**config.mk**
```make
export PLATFORM = sky130hd
export DESIGN_NAME = parity_sched
export DESIGN_NICKNAME = d
export VERILOG_FILES = /design/src/rtl/parity_sched.sv
export SDC_FILE = /design/constraint.sdc
export NUM_CORES = 1
export LEC_CHECK = 0
export ABC_AREA = 1
export CAP_MARGIN = 20
export CORE_UTILIZATION = 40
export DETAILED_ROUTE_END_ITERATION = 10
export PLACE_DENSITY = 0.67
export SYNTH_ARGS = -nofsm -noshare
export SYNTH_HDL_FRONTEND = slang
export SYNTH_SLANG_ARGS = --single-unit
```
**constraint.sdc**
```tcl
create_clock -name clk -period 1.7 [get_ports clk]
set_clock_uncertainty 0.2 [all_clocks]
set_input_delay 0.34 -clock clk [delete_from_list [all_inputs] [get_ports clk]]
set_output_delay 0.34 -clock clk [all_outputs]
set_load 0.05 [all_outputs]
```
**src/rtl/parity_sched.sv**
```systemverilog
// parity_sched: round-robin front end that feeds one requester's word at a
// time, LSB first, into a shared bit-serial parity unit and returns the
// sampled parity with the requester id over a ready/valid port.
module parity_sched #(
    parameter int WIDTH = 8,
    parameter int NREQ  = 4,
    parameter int IDW   = 2
) (
    input  logic                  clk,
    input  logic                  reset,
    input  logic [NREQ-1:0]       req,
    input  logic [NREQ*WIDTH-1:0] req_data,
    output logic [NREQ-1:0]       gnt,
    output logic                  busy,
    output logic                  par_rst,
    output logic                  par_bit,
    input  logic                  par_out,
    output logic                  resp_valid,
    input  logic                  resp_ready,
    output logic                  resp_parity,
    output logic [IDW-1:0]        resp_id
);

    localparam int CW = $clog2(WIDTH + 1);

    typedef enum logic [2:0] {
        IDLE,
        CLEAR,
        SHIFT,
        SAMPLE,
        RESP
    } state_t;

    state_t            r_state;
    state_t            w_next;

    logic [NREQ-1:0]   r_gnt;
    logic              r_busy;
    logic              r_par_rst;
    logic              r_par_bit;
    logic              r_resp_valid;
    logic              r_resp_parity;
    logic [IDW-1:0]    r_resp_id;
    logic [IDW-1:0]    r_last;
    logic [IDW-1:0]    r_id;
    logic [WIDTH-1:0]  r_word;
    logic [CW-1:0]     r_cnt;

    logic              w_found;
    logic [IDW-1:0]    w_pick;
    logic [WIDTH-1:0]  w_word;

    // Round-robin search starting one past the last granted requester.
    always_comb begin : arb
        int unsigned k;
        k       = 0;
        w_found = 1'b0;
        w_pick  = '0;
        w_word  = '0;
        for (int unsigned i = 1; i <= NREQ; i++) begin
            k = (32'(r_last) + i) % NREQ;
            if (!w_found && req[k]) begin
                w_found = 1'b1;
                w_pick  = IDW'(k);
                w_word  = req_data[k*WIDTH +: WIDTH];
            end
        end
    end

    // Next-state decode.
    always_comb begin
        w_next = r_state;
        case (r_state)
            IDLE:    if (w_found) w_next = CLEAR;
            CLEAR:   w_next = SHIFT;
            SHIFT:   if (r_cnt == CW'(WIDTH)) w_next = SAMPLE;
            SAMPLE:  w_next = RESP;
            RESP:    if (r_resp_valid && resp_ready) w_next = IDLE;
            default: w_next = IDLE;
        endcase
    end

    // State register.
    always_ff @(posedge clk) begin
        if (!reset) r_state <= IDLE;
        else        r_state <= w_next;
    end

    // Registered outputs and datapath. Outputs lag the state by one cycle,
    // so SHIFT spends one extra cycle (counter == WIDTH) letting the parity
    // unit absorb the last bit before SAMPLE latches it.
    always_ff @(posedge clk) begin
        if (!reset) begin
            r_gnt         <= '0;
            r_busy        <= 1'b0;
            r_par_rst     <= 1'b1;
            r_par_bit     <= 1'b0;
            r_resp_valid  <= 1'b0;
            r_resp_parity <= 1'b0;
            r_resp_id     <= '0;
            r_last        <= IDW'(NREQ - 1);
            r_id          <= '0;
            r_word        <= '0;
            r_cnt         <= '0;
        end else begin
            r_gnt  <= '0;
            r_busy <= (w_next != IDLE);
            case (r_state)
                IDLE: begin
                    r_par_rst <= 1'b0;
                    r_par_bit <= 1'b0;
                    if (w_found) begin
                        r_gnt  <= NREQ'(1) << w_pick;
                        r_word <= w_word;
                        r_id   <= w_pick;
                        r_last <= w_pick;
                    end
                end
                CLEAR: begin
                    r_par_rst <= 1'b1;
                    r_par_bit <= 1'b0;
                    r_cnt     <= '0;
                end
                SHIFT: begin
                    r_par_rst <= 1'b0;
                    if (r_cnt == CW'(WIDTH)) begin
                        r_par_bit <= 1'b0;
                    end else begin
                        r_par_bit <= r_word[0];
                        r_word    <= r_word >> 1;
                        r_cnt     <= r_cnt + 1'b1;
                    end
                end
                SAMPLE: begin
                    r_par_bit     <= 1'b0;
                    r_resp_parity <= par_out;
                    r_resp_valid  <= 1'b1;
                    r_resp_id     <= r_id;
                end
                RESP: begin
                    if (r_resp_valid && resp_ready) r_resp_valid <= 1'b0;
                end
                default: ;
            endcase
        end
    end

    assign gnt         = r_gnt;
    assign busy        = r_busy;
    assign par_rst     = r_par_rst;
    assign par_bit     = r_par_bit;
    assign resp_valid  = r_resp_valid;
    assign resp_parity = r_resp_parity;
    assign resp_id     = r_resp_id;

endmodule

```
-- Word-level counts from Yosys, hierarchy flattened
Index checks and enable logic that the tools add are counted.
- input port bits: 40
- output and inout bits: 11
- word-level logic and storage cells: 89
- register bits after elaboration: 30
- $add $sub $neg: 5
- $lt $le $gt $ge: 4
- shift operators: 5
- equality and inequality tests: 8
- reductions and logical operators: 21
- mux-type cells: 34
- operator list (operator ; count):
    $shiftx A32 B6 Y8 ; 4
    $mux W8 ; 6
    $pmux W8 S2 ; 1
    $pmux W3 S5 ; 1
    $lt A2 B3 Y1 const B ; 4
    $mux W1 ; 10
    $reduce_bool A2 Y1 ; 5
    $mux W3 ; 3
    $bmux W1 S2 ; 4
    $mux W2 ; 4
    $pmux W4 S2 ; 1
    $eq A3 B2 Y1 const B ; 2
    $ne A2 B2 Y1 const B ; 3
    $pmux W1 S2 ; 3
    $reduce_and A2 Y1 ; 3
    $reduce_and A3 Y1 ; 2
    $add A2 B1 Y2 const B ; 2
    $add A2 B2 Y2 const B ; 2
    $add A4 B1 Y4 const B ; 1
    $eq A4 B4 Y1 const B ; 1
    $logic_and A1 B1 Y1 ; 4
    $mux W4 ; 1
    $shl A1 B2 Y4 const A ; 1
    $eq A3 B1 Y1 const B ; 1
    6 further kinds ; 8

-- Longest topological paths before layout
- depth in word-level cells: 16
- depth in mapped cells: 15
- mapped depth without buffers: 14

-- Worst setup path before layout
OpenSTA, ideal clock, no wires.
- kind: flip-flop to flip-flop
- from: register r_last[0]
- to: register r_gnt[0], in the netlist gnt[0]
- stages on the path, launching flop included: 15
- required time: 1388 ps
- setup time: 112 ps
- period minus slack after synthesis: 1789 ps
- data arrival time: 1477 ps
- buffers on the path: 1
- setup slack: -89 ps
- cells stage by stage: dfxtp_1 inv_2 nand2_1 nand2_4 nand2_4 nand2_2 buf_6 nor2_4 nand2_2 nand3_1 inv_1 nand2_4 inv_2 nand2_1 nor2_2
- word-level cells in the longest chain between the ends: 14
- elaborated cells on any way between the ends: 28
- classes of those cells: add/sub (4); shift (1); mux (16); reduce/logical (7)
- RTL lines (what ; line ; RTL):
    from (decl) ; 44 ; logic [IDW-1:0] r_last;
    from (signal assigned) ; 101 ; r_last <= IDW'(NREQ - 1);
    from (signal assigned) ; 116 ; r_last <= w_pick;
    $add A2 B1 Y2 ; 61 ; k = (32'(r_last) + i) % NREQ;
    $bmux W1 S2 ; 62 ; if (!w_found && req[k]) begin
    $mux W1 (implied by the code) ; 62 ;
    $mux W1 ; 62 ;
    $logic_not A1 Y1 ; 62 ;
    $logic_and A1 B1 Y1 ; 62 ;
    $mux W1 ; 62 ;
    $logic_not A1 Y1 ; 62 ;
    $logic_and A1 B1 Y1 ; 62 ;
    $mux W1 ; 62 ;
    $logic_not A1 Y1 ; 62 ;
    $logic_and A1 B1 Y1 ; 62 ;
    $mux W1 or $mux W2 (tied branches) ; 62 ;
    $reduce_and A3 Y1 (no line) or $shl A1 B2 Y4 (tied branches) ; -- ;
    to (signal assigned) ; 113 ; r_gnt <= NREQ'(1) << w_pick;
    to (decl) ; 37 ; logic [NREQ-1:0] r_gnt;
Parallel ways exist; a longest one is shown, timed or not. The select of a mux whose other input is x is not followed.
A chain may end at the register's enable or synchronous reset.

-- Final worst setup path
- from: register r_last[0]
- to: register r_word[0]
- word-level cells in the longest chain between the ends: 15
- elaborated cells on any way between the ends: 34
- classes of those cells: add/sub (4); eq/ne (1); shift (4); mux (18); reduce/logical (7)
- RTL lines (what ; line ; RTL):
    $add A2 B1 Y2 ; 61 ;
    $bmux W1 S2 ; 62 ;
    $mux W1 (implied by the code) ; 62 ;
    $mux W1 ; 62 ;
    $logic_not A1 Y1 ; 62 ;
    $logic_and A1 B1 Y1 ; 62 ;
    $mux W1 ; 62 ;
    $logic_not A1 Y1 ; 62 ;
    $logic_and A1 B1 Y1 ; 62 ;
    $mux W1 ; 62 ;
    $logic_not A1 Y1 ; 62 ;
    $logic_and A1 B1 Y1 ; 62 ;
    $mux W8 or $mux W1 (tied branches) ; 62 ;
    $mux W8 or $ne A2 B2 Y1 (tied branches) ; -- ;
    $pmux W8 S2 or $reduce_and A3 Y1 (tied branches) ; -- ;
    to (signal assigned) ; 114 ; r_word <= w_word;
    to (signal assigned) ; 130 ; r_word <= r_word >> 1;
    to (decl) ; 46 ; logic [WIDTH-1:0] r_word;
Parallel ways exist; a longest one is shown, timed or not. The select of a mux whose other input is x is not followed.

==> flow_metrics.tcl <==
set metrics [dict create \
    final_common_cell "nand2_1" \
    ys_types 35 \
    worstHoldPathCells 2 \
    final_nets 579 \
    grt_max_degree 43 \
    syn_avg_cell_area_sq_um 5.80 \
    cp_common_cell "nand2_4" \
    gr-total-overflow 0 \
    setup.worst_path.start "r_last[0]" \
    drtIter0Drc 148 \
    drive_above_1_share_pct 29.2 \
    place_ws_ns -0.614 \
    fin_crit_ns 1.94 \
    seq_area_frac_synth_pct 22.7 \
    synth_area_leader_cell "nand2_1" \
    cellLeakagePower_nw 1.92 \
    die_y_um 83.4 \
    whs_endpoint "r_word[7]" \
    pwr_density_cell_nw_per_um2 2040 \
    hold_viol_final 0 \
    reg2reg_to "r_word[0]" \
    ir_drop_mv 1.68 \
    setup_slack_ns -0.239 \
    r2r_setup_slack_ns -0.24 \
    drc 0 \
    place_congestion 0.838 \
    maxSlewViolCount 0 \
    antenna_found_initial 0 \
    critical_path_class "flop to flop" \
    synth_area_leaders "nand2_1 24%, dfxtp_1 23%, o21ai_0 9.8%, nor2_1 6.1%, inv_1 5.4%" \
    path_cells "buf_6, nand2_4, nand2_4, nand2_4, nand2_4, nor2_4, buf_12, buf_8, nand4_1, nand2_1, inv_1, nand2_1, nand2_1, a21oi_2" \
    htree_num_levels 2 \
    setup.worst_path.end_class "flop" \
    cap_violations 0 \
    status "finished, violations left" \
    die_area_sq_um 6950 \
    syn_to_final_growth_pct 50.1 \
    synth_nets 499 \
    setup-violations-final 18 \
    min_path_type "flop to flop" \
    path_max_fanout 7 \
    crit_family "simple AND/OR/NAND/NOR gates" \
    cts_sinks 30 \
    tightest_slew_ns 0.344 \
    critPathBufInv 4 \
    dpl.hpwl_um 4910 \
    syn_inst 457 \
    fmax_mhz 516 \
    ys_ff_latch 30 \
    cts_buffers 5 \
    diodes 0 \
    relSlewSlack_pct 77.0 \
    grt_setup_unrepaired "yes" \
    reg2reg_depth 14 \
    synth.top_cell.area_share_pct 24.4 \
    syn_area_sq_um 2650 \
    ys_warn_count 0 \
    slowest_stage "dfxtp_4" \
    io_buffers 50 \
    groute.usage.overall_pct 19.7 \
    vias_per_cell 4.95 \
    firstDrtPassIters 4 \
    start_kind "flop" \
    failed_checks "negative setup slack" \
    nFillCells 553 \
    hold_start "r_word[7]" \
    initial_core_util_pct 41.5 \
    die_x_um 83.4 \
    drtAntennaViolNets 0 \
    clkSlewWorstSetupHoldPaths_ns 0.06 \
    place_inst 590 \
    vias 3040 \
    rr_startpoint "r_last[0]" \
    post_drt_wl_per_cell_um 11.4 \
    final-instance-count-excl-fill 614 \
    clock_latency_ns 0.28 \
    row_count 29 \
    core_area_sq_um 6390 \
    cts_tree "yes" \
    crit_arrival_ns 1.95 \
    layout_worst_path_cycle_share_pct 114 \
    clockBufferDepth 2 \
    required_ns 1.71 \
    cts_root_buf "clkbuf_8" \
    final_cell_mix "155 x nand2_1, 51 x o21ai_0, 36 x nor2_1" \
    slowest_delay_ns 0.39 \
    grt_pass1_vias 2793 \
    finalWirelength_um 7030 \
    grt_pass1_wl_um 11600 \
    ios 51 \
]
## sequential cells by signal (all words and copies together) (netlist names)
name and cells:
busy 1, gnt 4, par_bit 1, par_rst 1
r_cnt 4, r_id 2, r_last 2, r_state 3
r_word 8, resp_id 2, resp_parity 1, resp_valid 1
## cell type report
class	instances	area [sq um]	share of cell area (%)
clock buffers	6	82.6	2.08
clock inverters	1	30.0	0.755
inverters	48	208	5.22
multi-input cells	359	1940	48.6
flip-flops and latches	30	611	15.3
well taps	77	96.3	2.42
repair buffers	93	1020	25.5
## power breakdown
group          leakage, nW  switching (mW)  internal [mW]
registers            0.247           0.202          0.941
logic                 1.61            3.61           2.63
clock network       0.0573           0.256          0.468
total                 1.92            4.07           4.04
## tightest hold or removal path: cells and delay by family, from the launching register on
family | cells | cell delay, ns
flip-flops | 1 | 0.31
AND/OR/NAND/NOR | 1 | 0.06
AO/OA/AOI/OAI | 1 | 0.05
## synthesized netlist by cell type (all sizes together)
cell type / instances
o22ai: 2
nor3: 3
clkbuf: 6
o21ai: 55
a21oi: 18
a211oi: 2
dfxtp: 30
nand3: 15
buf: 15
and3: 1
o211ai: 2
ha: 2
clkinv: 3
a41oi: 1
nand2: 195
nor2: 53
inv: 45
nand4: 9
## metal layers
metal  vias up  wire length (um)  GRT usage, %
li1       1602                 -             -
met1      1382              3100          24.1
met2        46              3640          36.1
met3        10               207          3.08
met4         0                83          4.08
met5         -                 0             0
## logic make-up (layout without fill, tap and decap cells)
kind of cell,after synthesis,count (layout),synth area share [%]
DFF,30,30,22.7
and+or+nand+nor,276,277,47.1
buffers and inverters,69,148,12.3
AOI/OAI and AO/OA,80,80,17.0
adders and majority gates,2,2,0.944
## how the worst max path moves through the flow
stage | endpoint | depth (start not counted) | slack (ns)
final | r_word[0] | 14 | -0.24
after global routing | r_word[6] | 14 | -0.33
after CTS | r_word[1] | 11 | -0.20
after detailed placement | r_word[4] | 11 | -0.61
after global placement | r_word[6] | 11 | -0.54
after floorplan | gnt[0] | 15 | -0.02
## stage by stage
| stage | cell area, sq um | setup TNS [ns] | utilization [%] | power (mW) | hold WS [ns] |
|---|---|---|---|---|---|
| floorplan | 2670 | -0.0617 | - | 4.87 | 0.239 |
| global placement | 3480 | -8.65 | 54.5 | 6.15 | 0.253 |
| detailed placement | 3480 | -9.29 | 54.5 | 6.24 | 0.265 |
| CTS | 3700 | -2.83 | 57.9 | 7.28 | 0.275 |
| global route | 3980 | -5.00 | 62.3 | 8.82 | 0.277 |
| finish | 3980 | -3.31 | 62.3 | 8.11 | 0.267 |
## what timing repair did
item                                    CTS  global route
cloned                                    1             0
gates resized for setup                  21            53
pin swaps                                21            26
buffers inserted                          6            10
hold buffers                              0             0
endpoints found under the hold margin     0             0
endpoints found under the setup margin   18            23
Note: power is estimated with default switching activity, not from simulation.
==> RTL change: new RTL, config.mk and constraints unchanged <==
Change the parameter `IDW` from 2 to 4.
--- a/src/rtl/parity_sched.sv
+++ b/src/rtl/parity_sched.sv
@@ -6,3 +6,3 @@
     parameter int NREQ  = 4,
-    parameter int IDW   = 2
+    parameter int IDW   = 4
 ) (
Ports: changed (resized resp_id); port bits go from 51 to 53. The function was not compared with the original's and may differ.
==> RTL change against the unedited design <==
  * The flow still finishes with violations (negative setup slack)
  * Non-clock buffer count shrank 8
  * Worst setup slack improved by 0.055 ns
  * Final area decreased by 7.8%
  * Cell count fell by 0.65%
  * Area after synthesis fell by 3.7%
  * Routed wire length fell by 8.4%
  * Critical endpoint is now r_word[6]
  * Sequential cell count did not move
  * Total power decreased by 14%
  * Via count shrank 3.2%
==> RTL change: results (changes against the unedited design) <==
DRT iter0 DRCs 98 (was 148); most frequent cells after synthesis 187 x nand2_1, 52 x nor2_1, 52 x o21ai_0 (was 172 x nand2_1, 52 x o21ai_0, 43 x nor2_1); worst setup slack after layout -0.184 ns (was -0.239 ns); combinational power 5.23 mW (was 6.24 mW); # fillers 607 (was 553); placed inst area 3380 µm² (was 3480 µm²); P&R area growth vs syn 43.8% (was 50.1%); met2 wire len 3.32 mm (was 3.64 mm); fraction of layout cells with a size suffix above 1 0.193 (was 0.292); hold path start r_word[5] (was r_word[7]); Routed WL 6.44 mm (was 7.03 mm); Total GRT Usage 0.202 (was 0.197); Synth area leaders nand2_1 28%, dfxtp_1 24%, o21ai_0 10% (was nand2_1 24%, dfxtp_1 23%, o21ai_0 9.8%); Place WS -0.447 ns (was -0.614 ns); wl on met1 2.97 mm (was 3.10 mm); Seq pwr share 0.163 (was 0.141); Critical-path top delay cell dfxtp_2 (was dfxtp_4); Min Hold Slack 0.265 ns (was 0.267 ns); CP Data Arrival Time 1.89 ns (was 1.95 ns); number of global-route vias before repair 2559 (was 2793); Peak Freq 531 MHz (was 516 MHz); pin count of the biggest net entering global routing 49 (was 43); Max IR drop VDD 0.00115 V (was 0.00168 V); Pint 3.43 mW (was 4.04 mW); Final setup violation count 18 (unchanged); gpl congestion 0.863 (was 0.838); met3 global-route usage 0.0322 (was 0.0308); placed cells 597 (was 590); slowest stage delay, CP 0.36 ns (was 0.39 ns); Hold Path Sink r_word[5] (was r_word[7]); status finished with violations (unchanged); R2R setup slack -0.18 ns (was -0.24 ns); initial antenna violation count 0 (unchanged); Detailed Place HPWL 4.91 mm (about the same); Comb pwr share 0.754 (was 0.770); Vias/cell 4.82 (was 4.95); Layout Nets 576 (was 579); failing checks negative setup slack (unchanged); post-synthesis cell count 463 (was 457); met3 routed WL 132 µm (was 207 µm); CP endpoint r_word[6] (was r_word[0])
## RTL change: cell count changes in the layout (fill, tap and decap cells not counted), sizes merged, moves of 2 or more
cell / unedited run / this run
a21oi: 18 / 20
buf: 54 / 46
conb: 0 / 2
nand2: 196 / 199
nand3: 15 / 17
o22ai: 2 / 0
## RTL change: timing repair
action	CTS	global route
buffers inserted	3	1
cloned	0	1
endpoints found under the hold margin	0	0
pin swaps	11	6
resized for setup	30	16
setup endpoints to repair	18	22
## RTL change: kinds of logic after synthesis
group	Yosys count	synth area share
flip-flops	30	0.235
adder cells (fa/ha/maj)	2	0.00980
other	1	0.00147
buffers and inverters	70	0.125
AND/OR/NAND/NOR	283	0.472
AO/OA/AOI/OAI	77	0.157
## RTL change: layout make-up
cell class | count | area share
multi-input combinational | 365 | 0.482
timing repair buffer | 85 | 0.251
sequential | 30 | 0.165
inverter | 47 | 0.0508
tap | 75 | 0.0256
clock buffer | 7 | 0.0235
clock inverter | 1 | 0.00136
